[config.mk]
export PLATFORM = sky130hd
export DESIGN_NAME = uart_rx_byte_flat
export DESIGN_NICKNAME = d
export VERILOG_FILES = /design/src/rtl/uart_rx_byte_if.sv /design/src/rtl/uart_rx_byte.sv /design/src/flat_wrapper.sv
export SDC_FILE = /design/constraint.sdc
export NUM_CORES = 1
export LEC_CHECK = 0
export ABC_AREA = 1
export BUFFER_PORTS_ARGS = -buffer_cell sky130_fd_sc_hd__buf_2
export CAP_MARGIN = 20
export CORE_MARGIN = 4
export CORE_UTILIZATION = 63
export DETAILED_ROUTE_END_ITERATION = 16
export GPL_TIMING_DRIVEN = 0
export PLACE_DENSITY_LB_ADDON = 0.1
export SYNTH_ARGS = -nofsm -noshare
export SYNTH_HDL_FRONTEND = slang
export SYNTH_SLANG_ARGS = --single-unit
[constraint.sdc]
create_clock -name CLK_133MHZ -period 4.55 [get_ports CLK_133MHZ]
set_input_delay 0.2275 -clock CLK_133MHZ [delete_from_list [all_inputs] [get_ports CLK_133MHZ]]
set_output_delay 0.2275 -clock CLK_133MHZ [all_outputs]
set_load 0.03 [all_outputs]
[src/rtl/uart_rx_byte_if.sv]
// Byte hand-off bus between the UART receiver and its consumer: data plus strobe/acknowledge.
interface uart_rx_byte_if;
  logic [7:0] rx_dat;
  logic       rx_stb;
  logic       rx_ack;

  modport master (output rx_dat, output rx_stb, input rx_ack);
  modport slave  (input rx_dat, input rx_stb, output rx_ack);
endinterface

[src/rtl/uart_rx_byte.sv]
// UART receiver: synchronised 8N1 deserialiser with a one-entry holding register and strobe/ack hand-off.
// Define UART_RX_PARITY_EN to receive 8E1 frames with even-parity checking.
module uart_rx_byte #(
  parameter int CLKS_PER_BIT = 1155,
  parameter int SYNC_STAGES  = 2
) (
  input  logic           CLK_133MHZ,
  input  logic           rst_n,
  input  logic           uart_rxd,
  uart_rx_byte_if.master rx_if,
  output logic           frame_err,
  output logic           overrun,
  output logic           parity_err
);
  localparam int CW = $clog2(CLKS_PER_BIT + SYNC_STAGES + 1);
  localparam logic [CW-1:0] C_LAST   = CW'(CLKS_PER_BIT - 1);
  localparam logic [CW-1:0] C_MID    = CW'(CLKS_PER_BIT / 2 - 1);
  localparam logic [CW-1:0] C_SETTLE = CW'(SYNC_STAGES);

  typedef enum logic [2:0] {
    S_WAIT_IDLE, S_IDLE, S_START, S_DATA, S_PARITY, S_STOP
  } state_t;

  logic [SYNC_STAGES-1:0] r_sync;
  logic                   w_rxs;
  state_t                 r_state, w_state_nxt;
  logic [CW-1:0]          r_baud, w_baud_nxt;
  logic [2:0]             r_bit, w_bit_nxt;
  logic [7:0]             r_shift;
  logic                   w_tick;
  logic                   w_sample_dat, w_good, w_ferr, w_perr;
  logic                   r_pend;
  logic [7:0]             r_dat;
  logic                   r_stb;
`ifdef UART_RX_PARITY_EN
  logic                   r_par;
`endif

  always_ff @(posedge CLK_133MHZ or negedge rst_n) begin
    if (!rst_n) r_sync <= '1;
    else        r_sync <= {r_sync[SYNC_STAGES-2:0], uart_rxd};
  end

  assign w_rxs  = r_sync[SYNC_STAGES-1];
  assign w_tick = (r_baud == C_LAST);

  always_comb begin
    w_state_nxt  = r_state;
    w_bit_nxt    = r_bit;
    w_baud_nxt   = r_baud + CW'(1);
    w_sample_dat = 1'b0;
    w_good       = 1'b0;
    w_ferr       = 1'b0;
    w_perr       = 1'b0;
    case (r_state)
      // The synchroniser powers up all-ones, so demand the line be seen high
      // for longer than the chain depth before arming start-bit detection.
      S_WAIT_IDLE: if (w_rxs && r_baud == C_SETTLE) w_state_nxt = S_IDLE;
      S_IDLE:      if (!w_rxs) w_state_nxt = S_START;
      S_START: begin
        if (r_baud == C_MID) begin
          if (w_rxs) begin
            w_state_nxt = S_IDLE;
          end else begin
            w_state_nxt = S_DATA;
            w_bit_nxt   = 3'd0;
          end
        end
      end
      S_DATA: begin
        if (w_tick) begin
          w_sample_dat = 1'b1;
          w_bit_nxt    = r_bit + 3'd1;
          if (r_bit == 3'd7) begin
`ifdef UART_RX_PARITY_EN
            w_state_nxt = S_PARITY;
`else
            w_state_nxt = S_STOP;
`endif
          end
        end
      end
      S_PARITY: if (w_tick) w_state_nxt = S_STOP;
      S_STOP: begin
        if (w_tick) begin
`ifdef UART_RX_PARITY_EN
          w_perr = ^{r_shift, r_par};
`endif
          if (w_rxs) begin
            w_state_nxt = S_IDLE;
            w_good      = !w_perr;
          end else begin
            w_state_nxt = S_WAIT_IDLE;
            w_ferr      = 1'b1;
          end
        end
      end
      default: w_state_nxt = S_WAIT_IDLE;
    endcase

    if (w_state_nxt != r_state)       w_baud_nxt = '0;
    else if (r_state == S_WAIT_IDLE)  w_baud_nxt = w_rxs ? r_baud + CW'(1) : '0;
    else if (w_tick)                  w_baud_nxt = '0;
  end

  always_ff @(posedge CLK_133MHZ) begin
    if (w_sample_dat) r_shift[r_bit] <= w_rxs;
  end

`ifdef UART_RX_PARITY_EN
  always_ff @(posedge CLK_133MHZ) begin
    if (r_state == S_PARITY && w_tick) r_par <= w_rxs;
  end
`endif

  always_ff @(posedge CLK_133MHZ or negedge rst_n) begin
    if (!rst_n) begin
      r_state    <= S_WAIT_IDLE;
      r_baud     <= '0;
      r_bit      <= '0;
      r_pend     <= 1'b0;
      r_dat      <= '0;
      r_stb      <= 1'b0;
      frame_err  <= 1'b0;
      parity_err <= 1'b0;
      overrun    <= 1'b0;
    end else begin
      r_state    <= w_state_nxt;
      r_baud     <= w_baud_nxt;
      r_bit      <= w_bit_nxt;
      r_pend     <= w_good;
      frame_err  <= w_ferr;
      parity_err <= w_perr;
      overrun    <= r_pend && r_stb && !rx_if.rx_ack;
      // An ack in the hand-off cycle frees the holding register for the new byte.
      if (r_pend && (!r_stb || rx_if.rx_ack)) begin
        r_dat <= r_shift;
        r_stb <= 1'b1;
      end else if (r_stb && rx_if.rx_ack) begin
        r_stb <= 1'b0;
      end
    end
  end

  assign rx_if.rx_dat = r_dat;
  assign rx_if.rx_stb = r_stb;
endmodule
[src/flat_wrapper.sv]
// flat-port wrapper written by rule: the top's interface ports become plain ports
module uart_rx_byte_flat 
#(
  parameter int CLKS_PER_BIT = 1155,
  parameter int SYNC_STAGES  = 2
)
  (CLK_133MHZ, rst_n, uart_rxd, frame_err, overrun, parity_err, rx_if_rx_dat, rx_if_rx_stb, rx_if_rx_ack);
  uart_rx_byte_if rx_if_i ();
  input  logic CLK_133MHZ;
  input  logic rst_n;
  input  logic uart_rxd;
  output logic frame_err;
  output logic overrun;
  output logic parity_err;
  output wire logic [$bits(rx_if_i.rx_dat)-1:0] rx_if_rx_dat;
  output wire logic [$bits(rx_if_i.rx_stb)-1:0] rx_if_rx_stb;
  input wire logic [$bits(rx_if_i.rx_ack)-1:0] rx_if_rx_ack;
  assign rx_if_rx_dat = rx_if_i.rx_dat;
  assign rx_if_rx_stb = rx_if_i.rx_stb;
  assign rx_if_i.rx_ack = rx_if_rx_ack;
  uart_rx_byte #(.CLKS_PER_BIT(CLKS_PER_BIT), .SYNC_STAGES(SYNC_STAGES)) u_core (.CLK_133MHZ(CLK_133MHZ), .rst_n(rst_n), .uart_rxd(uart_rxd), .rx_if(rx_if_i), .frame_err(frame_err), .overrun(overrun), .parity_err(parity_err));
endmodule
==> metrics <==
register share of total power=a little under half; Final #Nets=240; CTS HTree Levels=2; min cycle time layout=1.976 ns; Seq/Total Area, Yosys=between 50% and 60%; number of synthesized flops with an enable pin=8; crit-path cells=nor2_1 > nand2_1 > nor2_1 > nand2_1 > nor2_1 > nand2_1 > nor3_1; setup violators final=0; crit path launch type=flop; Synth Cell Area=approximately 0.0019 mm2; buffer and inverter count on the worst path=0; Comb pwr share=about 28%; synth unique cells=26; Net Sw Frac=between 30% and 40%; net switching power=just over 0.0003 W; Peak supply drop=about 0.32 mV; GR Overflow Total=0; antenna violations before repair=0; pwr/cell area=roughly 420 mW/mm2; post-synthesis async set-or-reset flop share=between 70% and 80%; Max Cap Viol=0; Max Fclk=approximately 0.51 GHz; largest cells by area after synthesis=dfrtp_1 38%, edfxtp_1 13%, nand2_1 8.3%, nand3_1 4.7%, mux2_2 4.7%; Clk Latency, worst-skew pair=roughly 0.33 ns; die area=about 0.0040 mm2; internal power=about 0.00058 W; Port-buffer cells=14; cell accounting for the most synthesized area=dfrtp_1; first-pass GRT wire length=between 5000 and 6000 um; Final ANT Viol Nets=0; length of the first detailed-routing pass in iterations=4; Net Count, Synth=about 220; Die H=~63 um; Worst Clk Skew=0.008135 ns; CP max stage cell=dfrtp_1; post-placement cell area=0.002019 mm2; root buffer cell=clkbuf_4; largest net degree at the start of global routing=32; most frequent cell after synthesis=nand2_1; Least-Margin Pin Slew=0.6807 ns; Final Total Pwr=between 0.0008 and 0.0009 W; # diodes=0; min-delay worst type=in2reg; hpwl dp=between 2000 and 2500 um; Slew Limit Fails=0; CTS tree=yes; Post-Syn Instances=208; Synth Register Bits=39; worst setup path class=reg2reg; status=complete, no violations; via count=1406; # DRC=0; top cell type's share of synthesized area=around 38%; Num CTS Buffers=5; row count=19; design area=~0.0021 mm2; Commonest cells post-synth=42 x nand2_1, 29 x dfrtp_1, 23 x nor2_1; vias in the first global route=roughly 1400; drt wl/cell=roughly 12 um; yosys warns=0; M2 GR Usage=31.88%; M1 GR Usage=20.28%; GRT Util Overall=between 10% and 20%; die width=roughly 63 um; CP arrival=~2 ns; LEAKAGE=1.019 nW; Final WS setup=approximately 2.6 ns; Setup crit end kind=flop; Tcrit/Tclk final=between 40% and 50%; DRT Wirelength=3170 um; WP data required=~4.6 ns; Critical Path Fanout Max=5; Max stage delay on crit path=between 0.4 and 0.5 ns; ys flop type=dfrtp_1; Top Family by Delay on Critical Path=simple AND/OR/NAND/NOR gates; RSZ-0062 raised after global routing=false; Worst-path clk slew=around 0.12 ns; Fin. Hold Viols=0; Core ar.=0.002829 mm2; Clock Path Buffers=2; Max-slew headroom=between 50% and 60%; clk sinks=39; Clock power frac=around 26%; Initial DRC Count=66; Place WS=2.591 ns; P&R area growth vs syn=11.00%; layout cells sized above 1=24.14%; Starting Density=between 60% and 70%; PostCTS Resize Cnt=0; # fillers=just over 200; postcts setup bufs=0; final setup TNS=0 ns; I/O pin cnt=16; synthesized area per cell=just over 9 um2; met3 global-route usage=3.908%; vias per cell=around 5.3; Placer Congestion=roughly 0.90; Most Crowded Layer GR=met2
==> stage by stage <==
step | instances | utilization, % | hold slack [ns]
after floorplan | 208 | - | -0.06809
after global placement | 253 | 71.38 | 0.2886
after detailed placement | 253 | 71.38 | 0.3097
after CTS | 263 | 74.97 | 0.1624
after global routing | 263 | 74.97 | 0.1765
final | 263 | 74.97 | 0.1681
==> placed cells by master (no fill, tap or decap), types with 5 or more instances in the layout <==
cell and count:
nor3_1 11, nand3_1 18, edfxtp_1 8, nand2_1 42, nor2_2 11, dfrtp_1 29, mux2_2 8, ha_1 5
nor2_1 23, o21ai_0 6, inv_1 21, clkbuf_4 5, buf_2 14
==> per-layer routing <==
layer  share of wire [%]  wire length [um]  vias up
met5                   0                 0        -
met4                0.63                20        0
met3                 4.1               129        2
met2                  51              1622       30
met1                  44              1399      655
li1                    -                 -      719
==> worst register-to-register path, stage by stage, from the launching register on <==
cell,delay (ns)
dfrtp_1,0.42
nor2_1,0.15
nand2_1,0.11
nor2_1,0.18
nand2_1,0.16
nor2_1,0.24
nand2_1,0.19
nor3_1,0.24
==> worst paths after layout <==
kind | start | to | slack [ns] | cells past startpoint
hold reg to reg | u_core.r_sync[0] | u_core.r_sync[1] | 0.36 | 0
min in group asynchronous | rst_n | u_core.r_state[1] | 0.45 | 2
setup reg to reg | u_core.r_baud[4] | u_core.r_shift[6] | 2.57 | 7
setup / recovery | u_core.r_baud[4] | u_core.r_shift[6] | 2.57 | 7
max in group asynchronous | rst_n | u_core.rx_if.rx_dat[2] | 3.66 | 2
hold / removal | rx_if_rx_ack | u_core.overrun | 0.17 | 4
==> kinds of logic after synthesis <==
kind of cell / Yosys count / share of synthesized area [%]
other: 1 / 0.1963
multiplexers: 8 / 4.715
AND/OR/NAND/NOR: 119 / 29.67
adder cells (fa/ha/maj): 5 / 3.274
flip-flops: 39 / 53.31
buffers and inverters: 26 / 5.698
AO/OA/AOI/OAI: 10 / 3.144
==> layout make-up <==
type / count / area, um2 / area share (%)
sequential: 39 / 1018 / 48.02
clock buffer: 5 / 37.54 / 1.770
tap: 31 / 38.79 / 1.829
inverter: 23 / 86.33 / 4.071
multi-input combinational: 143 / 783.3 / 36.93
buffer: 3 / 22.52 / 1.062
timing repair buffer: 16 / 90.09 / 4.248
clock inverter: 3 / 43.79 / 2.065
==> repair_timing <==
| action | in CTS | in global routing |
|---|---|---|
| hold endpoints to repair | 30 | 0 |
| hold buffers | 2 | 0 |
| endpoints found under the setup margin | 0 | 0 |
==> power groups by stage <==
stage          logic (W)  clock network, W  registers (W)
2_1_floorplan   0.000206                 0       0.000407
3_3_place_gp    0.000248                 0       0.000411
3_5_place_dp    0.000254                 0       0.000412
4_1_cts         0.000256          0.000236       0.000406
5_1_grt         0.000287          0.000256       0.000410
6_report        0.000251          0.000229       0.000406
==> registers in the layout, indices dropped and copies added (netlist names) <==
| signal | count |
|---|---|
| u_core.r_sync | 2 |
| u_core.frame_err | 1 |
| u_core.r_state | 3 |
| u_core.rx_if.rx_dat | 8 |
| u_core.rx_if.rx_stb | 1 |
| u_core.r_shift | 8 |
| u_core.r_bit | 3 |
| u_core.r_pend | 1 |
| u_core.r_baud | 11 |
| u_core.overrun | 1 |
No activity file was read; power rests on OpenSTA's default activity.
